$ cat config.mk
export PLATFORM = sky130hd
export DESIGN_NAME = id_ex_pipe_reg
export DESIGN_NICKNAME = d
export VERILOG_FILES = /design/src/rtl/id_ex_pipe_reg.sv
export SDC_FILE = /design/constraint.sdc
export NUM_CORES = 1
export LEC_CHECK = 0
export CORE_AREA = 2 2 159 161
export CTS_CLUSTER_DIAMETER = 150
export DETAILED_ROUTE_END_ITERATION = 6
export DIE_AREA = 0 0 161 163
export HOLD_SLACK_MARGIN = 0.08
export MAX_ROUTING_LAYER = met4
export PLACE_DENSITY = 0.73
export SLEW_MARGIN = 20
export SYNTH_ARGS = -nofsm -noshare
export SYNTH_HDL_FRONTEND = slang
export SYNTH_SLANG_ARGS = --single-unit
$ cat constraint.sdc
create_clock -name clk -period 2.3 [get_ports clk]
set_input_delay 0.46 -clock clk [delete_from_list [all_inputs] [get_ports clk]]
set_output_delay 0.46 -clock clk [all_outputs]
set_load 0.01 [all_outputs]
$ cat src/rtl/id_ex_pipe_reg.sv
// Decode/Execute pipeline register: one-cycle capture with stall (hold) and flush (bubble).
// Optional writeback bypass on the operand data when ID_EX_WB_BYPASS_EN is defined.
module id_ex_pipe_reg #(
  parameter int XLEN = 32,
  parameter int RIDX = 5
) (
  input  logic            clk,
  input  logic            rst,
  input  logic            StallE,
  input  logic            FlushE,
  input  logic            ValidD,
  input  logic            RegWriteD,
  input  logic [1:0]      ResultSrcD,
  input  logic            MemWriteD,
  input  logic            JumpD,
  input  logic            BranchD,
  input  logic [2:0]      ALUControlD,
  input  logic            ALUSrcD,
  input  logic [XLEN-1:0] RD1D,
  input  logic [XLEN-1:0] RD2D,
  input  logic [RIDX-1:0] RS1D,
  input  logic [RIDX-1:0] RS2D,
  input  logic [RIDX-1:0] RdD,
  input  logic [XLEN-1:0] ImmExtD,
  input  logic [XLEN-1:0] PCD,
  input  logic [XLEN-1:0] PCPlus4D,
  input  logic            RegWriteW,
  input  logic [RIDX-1:0] RdW,
  input  logic [XLEN-1:0] ResultW,
  output logic            ValidE,
  output logic            RegWriteE,
  output logic [1:0]      ResultSrcE,
  output logic            MemWriteE,
  output logic            JumpE,
  output logic            BranchE,
  output logic [2:0]      ALUControlE,
  output logic            ALUSrcE,
  output logic [XLEN-1:0] RD1E,
  output logic [XLEN-1:0] RD2E,
  output logic [RIDX-1:0] RS1E,
  output logic [RIDX-1:0] RS2E,
  output logic [RIDX-1:0] RdE,
  output logic [XLEN-1:0] ImmExtE,
  output logic [XLEN-1:0] PCE,
  output logic [XLEN-1:0] PCPlus4E
);

  typedef struct packed {
    logic            valid;
    logic            reg_write;
    logic [1:0]      result_src;
    logic            mem_write;
    logic            jump;
    logic            branch;
    logic [2:0]      alu_control;
    logic            alu_src;
    logic [XLEN-1:0] rd1;
    logic [XLEN-1:0] rd2;
    logic [RIDX-1:0] rs1;
    logic [RIDX-1:0] rs2;
    logic [RIDX-1:0] rd;
    logic [XLEN-1:0] imm_ext;
    logic [XLEN-1:0] pc;
    logic [XLEN-1:0] pc_plus4;
  } ex_t;

  ex_t             ex_d, ex_q, load_v;
  logic [XLEN-1:0] rd1_fwd, rd2_fwd;

`ifdef ID_EX_WB_BYPASS_EN
  logic wb_live, hit1, hit2;

  // Same-cycle writeback to a source register being read overrides stale file data.
  assign wb_live = RegWriteW && (RdW != '0);
  assign hit1    = wb_live && (RdW == RS1D);
  assign hit2    = wb_live && (RdW == RS2D);
  assign rd1_fwd = hit1 ? ResultW : RD1D;
  assign rd2_fwd = hit2 ? ResultW : RD2D;
`else
  // Register file is write-first in this build; writeback ports are inert.
  wire unused_wb = &{1'b0, RegWriteW, RdW, ResultW};

  assign rd1_fwd = RD1D;
  assign rd2_fwd = RD2D;
`endif

  always_comb begin
    load_v             = '0;
    load_v.valid       = 1'b1;
    load_v.reg_write   = RegWriteD && (RdD != '0);
    load_v.result_src  = ResultSrcD;
    load_v.mem_write   = MemWriteD;
    load_v.jump        = JumpD;
    load_v.branch      = BranchD;
    load_v.alu_control = ALUControlD;
    load_v.alu_src     = ALUSrcD;
    load_v.rd1         = rd1_fwd;
    load_v.rd2         = rd2_fwd;
    load_v.rs1         = RS1D;
    load_v.rs2         = RS2D;
    load_v.rd          = RdD;
    load_v.imm_ext     = ImmExtD;
    load_v.pc          = PCD;
    load_v.pc_plus4    = PCPlus4D;
  end

  // Bubble is all-zero so the hazard unit never matches x0-indexed NOPs.
  always_comb begin
    ex_d = ex_q;
    if (FlushE)       ex_d = '0;
    else if (!StallE) ex_d = ValidD ? load_v : '0;
  end

  always_ff @(posedge clk) begin
    if (rst) ex_q <= '0;
    else     ex_q <= ex_d;
  end

  assign ValidE      = ex_q.valid;
  assign RegWriteE   = ex_q.reg_write;
  assign ResultSrcE  = ex_q.result_src;
  assign MemWriteE   = ex_q.mem_write;
  assign JumpE       = ex_q.jump;
  assign BranchE     = ex_q.branch;
  assign ALUControlE = ex_q.alu_control;
  assign ALUSrcE     = ex_q.alu_src;
  assign RD1E        = ex_q.rd1;
  assign RD2E        = ex_q.rd2;
  assign RS1E        = ex_q.rs1;
  assign RS2E        = ex_q.rs2;
  assign RdE         = ex_q.rd;
  assign ImmExtE     = ex_q.imm_ext;
  assign PCE         = ex_q.pc;
  assign PCPlus4E    = ex_q.pc_plus4;

endmodule

# ---- Word-level counts from Yosys, hierarchy flattened
# Index checks and enable logic that the tools add are counted.
dict set report totals {
  ram_bits 0
  out_inout_bits 186
  mem_bits_ro 0
  latch_bits 0
  n_memories 0
  regBits 186
}
dict set report op_classes {
  n_mul 0
  reduce_logical 3
  div 0
  muxes 1
  addsub 0
  magnitude_cmp 0
  bitwise 0
  eq_ne 0
  shifts 0
}
# operator n
set ops {}
lappend ops {{186-bit 2-to-1 mux} 1}
lappend ops {{5-bit nonzero test} 1}
lappend ops {{2-bit OR reduction} 1}
lappend ops {{1-bit logical AND} 1}

# ---- Depth between registers and ports, before layout
dict set report logic_depth {
  ltp_word 3
  mapped_depth 7
  ltp_nobuf 3
}

# ---- Least setup slack after synthesis
# No wires, ideal clock.
dict set report synth_path {
  kind {input to register}
  from {input StallE}
  to {register ex_q, in the netlist RD1E[0]}
  arrival_ns 1.220
  n_path_buf 4
  cell_stages 7
  slack_ns 0.963
  path_cell_list {buf_4 > nor2b_2 > buf_4 > buf_6 > buf_4 > a22oi_1 > nor2_1}
}
# element line
set synth_lines {}
lappend synth_lines {{start, declared} 9} ;# input logic StallE,
lappend synth_lines {{end signal, assigned} 115} ;# if (rst) ex_q <= '0;
lappend synth_lines {{end signal, assigned} 116} ;# else ex_q <= ex_d;
lappend synth_lines {{end, declared} 67} ;# ex_t ex_d, ex_q, load_v;

# ---- Worst setup path after layout
dict set report layout_path {
  from {register ex_q, in the netlist ImmExtE[28]}
  to {output ImmExtE[28]}
}
# element line
set layout_lines {}
lappend layout_lines {{end, declared} 43} ;# output logic [XLEN-1:0] ImmExtE,
# No word-level cell between the ends.

==> results.cfg <==
[synth]
synthMuxAreaShare_pct = 0
synth_compound_area_share_pct = 22.32
ys_ff_latch = 186
syn_area_um2 = 6251
yosys.area_share.simple_pct = 11.67
ys_warn_count = 0
synthXorXnorAreaFrac_pct = 0
synthAdderAreaFrac_pct = 0
yosysTopAreaCell = dfxtp_1
syn_nets = 854
netlist_instances = 626
synth_top_family_by_area = compound AO/OA/AOI/OAI gates
ys_types = 15
synth_top_area_share_pct = 59.57
synth_top_cells_by_area = dfxtp_1 (60%), a22oi_1 (22%), nor2_1 (11%)
avgSynthCellArea_um2 = 9.986
ys_seq_area_share_pct = 59.57

[route]
ant_nets = 0
vias = 6012
drc_errors = 0
drtIter0Drc = 491
post_drt_wl_per_cell_um = 15.57
drt_pass1_iterations = 5
wl_mm = 20.38
via_per_inst = 4.593

[cells_and_area]
drive_gt1_share_pct = 4.494
area_growth_pct = 73.22
fin_area_um2 = 10830
utilization_pct = 43.88
nets = 1197
antennaDiodeCount = 0

[hold_path]
hold_class = flip-flop to flip-flop

[grt]
grt_max_degree = 116
overflow = 0
antenna_found_initial = 0
grt_pass1_vias = 5708
grt_use_total_pct = 15.05
grt_pass1_wl_mm = 30.51

[critical_path]
cp.arrival_ns = 1.37
required_ns = 1.84
crit_path_end_kind = output port
critPathMaxFanout = 2
slowest_delay_ns = 0.58
worstSetupStartpointType = flip-flop
slowest_stage = clkdlybuf4s50_1
critPathBufInv = 1
cp_cell_sequence = clkdlybuf4s50_1
cp_top_family = buffers and inverters
path_class = flip-flop to output port

[power]
powerDensity_nw_per_um2 = 670.2
total_power_mw = 7.257
vdd_ir_drop_max_v = 0.0004350
p_leak_nw = 3.793

[floorplanning]
die_x_um = 161
core_area_um2 = 24670
num_rows = 58
start_util_pct = 25.33
num_io_pins = 414
die_h_um = 163
dieArea_um2 = 26240

[sta]
fin_setup_tns_ns = 0
hold-worst-slack_ns = 0.5019
hold_viol_final = 0
skew_ns = 0
finalMaxSlewViolations = 0
setup_viol = 0
slew-limit-headroom_pct = 62.76
tightest_slew_ns = 0.5586
fmax_mhz = 546.7
rsz0062_at_grt = false
period_minus_slack_ns = 1.829
finalCritPeriodShare_pct = 79.53

[clocking]
cts_sinks = 186
cts_buffer_depth = 2
clk_latency_ns = 0.42
h-tree-depth = 4
root_buffer = clkbuf_16
cts_hold_buf = 0
cts-resized-gates = 0
cts_tree = yes
cts.clk_slew.worst_paths_ns = 0.08
cts_made_buffers = 17
cts_setup_buffers = 0

[place]
place_area_um2 = 10210
gp_congestion = 0.7837
place_hpwl_mm = 14.54
numPortBuffers = 375

[status]
outcome = completed

[run]
maxCapViolCount = 0
layer usage:
layer	vias to the layer above	part of all wire (%)	GRT usage (%)
li1	2903	-	-
met1	2860	43	18.34
met2	236	50	24.87
met3	13	5.9	3.514
met4	0	1.2	4.545
met5	-	0	-
cell usage in the layout, fill, tap and decap left out, drive strengths merged:
master / instances
clkinvlp: 3
inv: 4
clkbuf: 17
nand2: 1
a22oi: 184
or4: 1
a21oi: 1
o2111ai: 1
nor2: 186
clkdlybuf4s50: 374
clkinv: 1
bufinv: 4
or2: 1
nand3: 1
nor2b: 1
dfxtp: 186
buf: 13
final timing paths:
| check | to | slack (ns) | cells after the start | start |
|---|---|---|---|---|
| worst max-delay path | ImmExtE[28] | 0.47 | 1 | ImmExtE[28] |
| worst min-delay path | RegWriteE | 0.50 | 2 | RegWriteE |
| worst max register to register | PCPlus4E[2] | 1.56 | 2 | PCPlus4E[2] |
| worst min register to register | RegWriteE | 0.50 | 2 | RegWriteE |
synth_stat cells, drive strengths merged:
cell type and n:
nand2 1, nor2b 1, dfxtp 186, a22oi 184, nor2 186, clkbuf 9, or4 1, a21oi 1
o2111ai 1, or2 1, buf 54, nand3 1
stage by stage:
stage,instances,setup WS (ns)
after floorplan,626,0.9632
after global routing,1309,0.4002
after CTS,1309,0.4284
after global placement,1280,0.4369
final,1309,0.4708
after detailed placement,1280,0.3851
power breakdown:
group          switching (mW)  leakage [nW]  internal (mW)  total, mW
logic                   0.331          2.00          0.502      0.833
clock network            1.28         0.290           1.82       3.11
registers              0.0334          1.51           3.28       3.32
sequential cells by signal (all words and copies together) (netlist names), 2 cells and up:
| name | count |
|---|---|
| ALUControlE | 3 |
| ImmExtE | 32 |
| PCE | 32 |
| PCPlus4E | 32 |
| RD1E | 32 |
| RD2E | 32 |
| RS1E | 5 |
| RS2E | 5 |
| RdE | 5 |
| ResultSrcE | 2 |
logic make-up (layout without fill, tap and decap cells):
logic type,count (synthesis),in the layout
and+or+nand+nor,191,191
AOI/OAI and AO/OA,186,186
DFF,186,186
buffers and inverters,63,416
final cells by class:
type | instances | area (um^2)
Fill cell | 2395 | 13850
Timing Repair Buffer | 387 | 3945
Multi-Input combinational cell | 377 | 2132
Clock inverter | 12 | 188.9
Sequential cell | 186 | 3724
Clock buffer | 17 | 425.4
Tap cell | 330 | 412.9
worst register-to-register path: cells and delay by family, from the launching register on:
| family | cells | cell delay (ns) |
|---|---|---|
| compound gates | 1 | 0.24 |
| flops | 1 | 0.31 |
| simple gates | 1 | 0.06 |
Power figures use the tool's default switching activity.
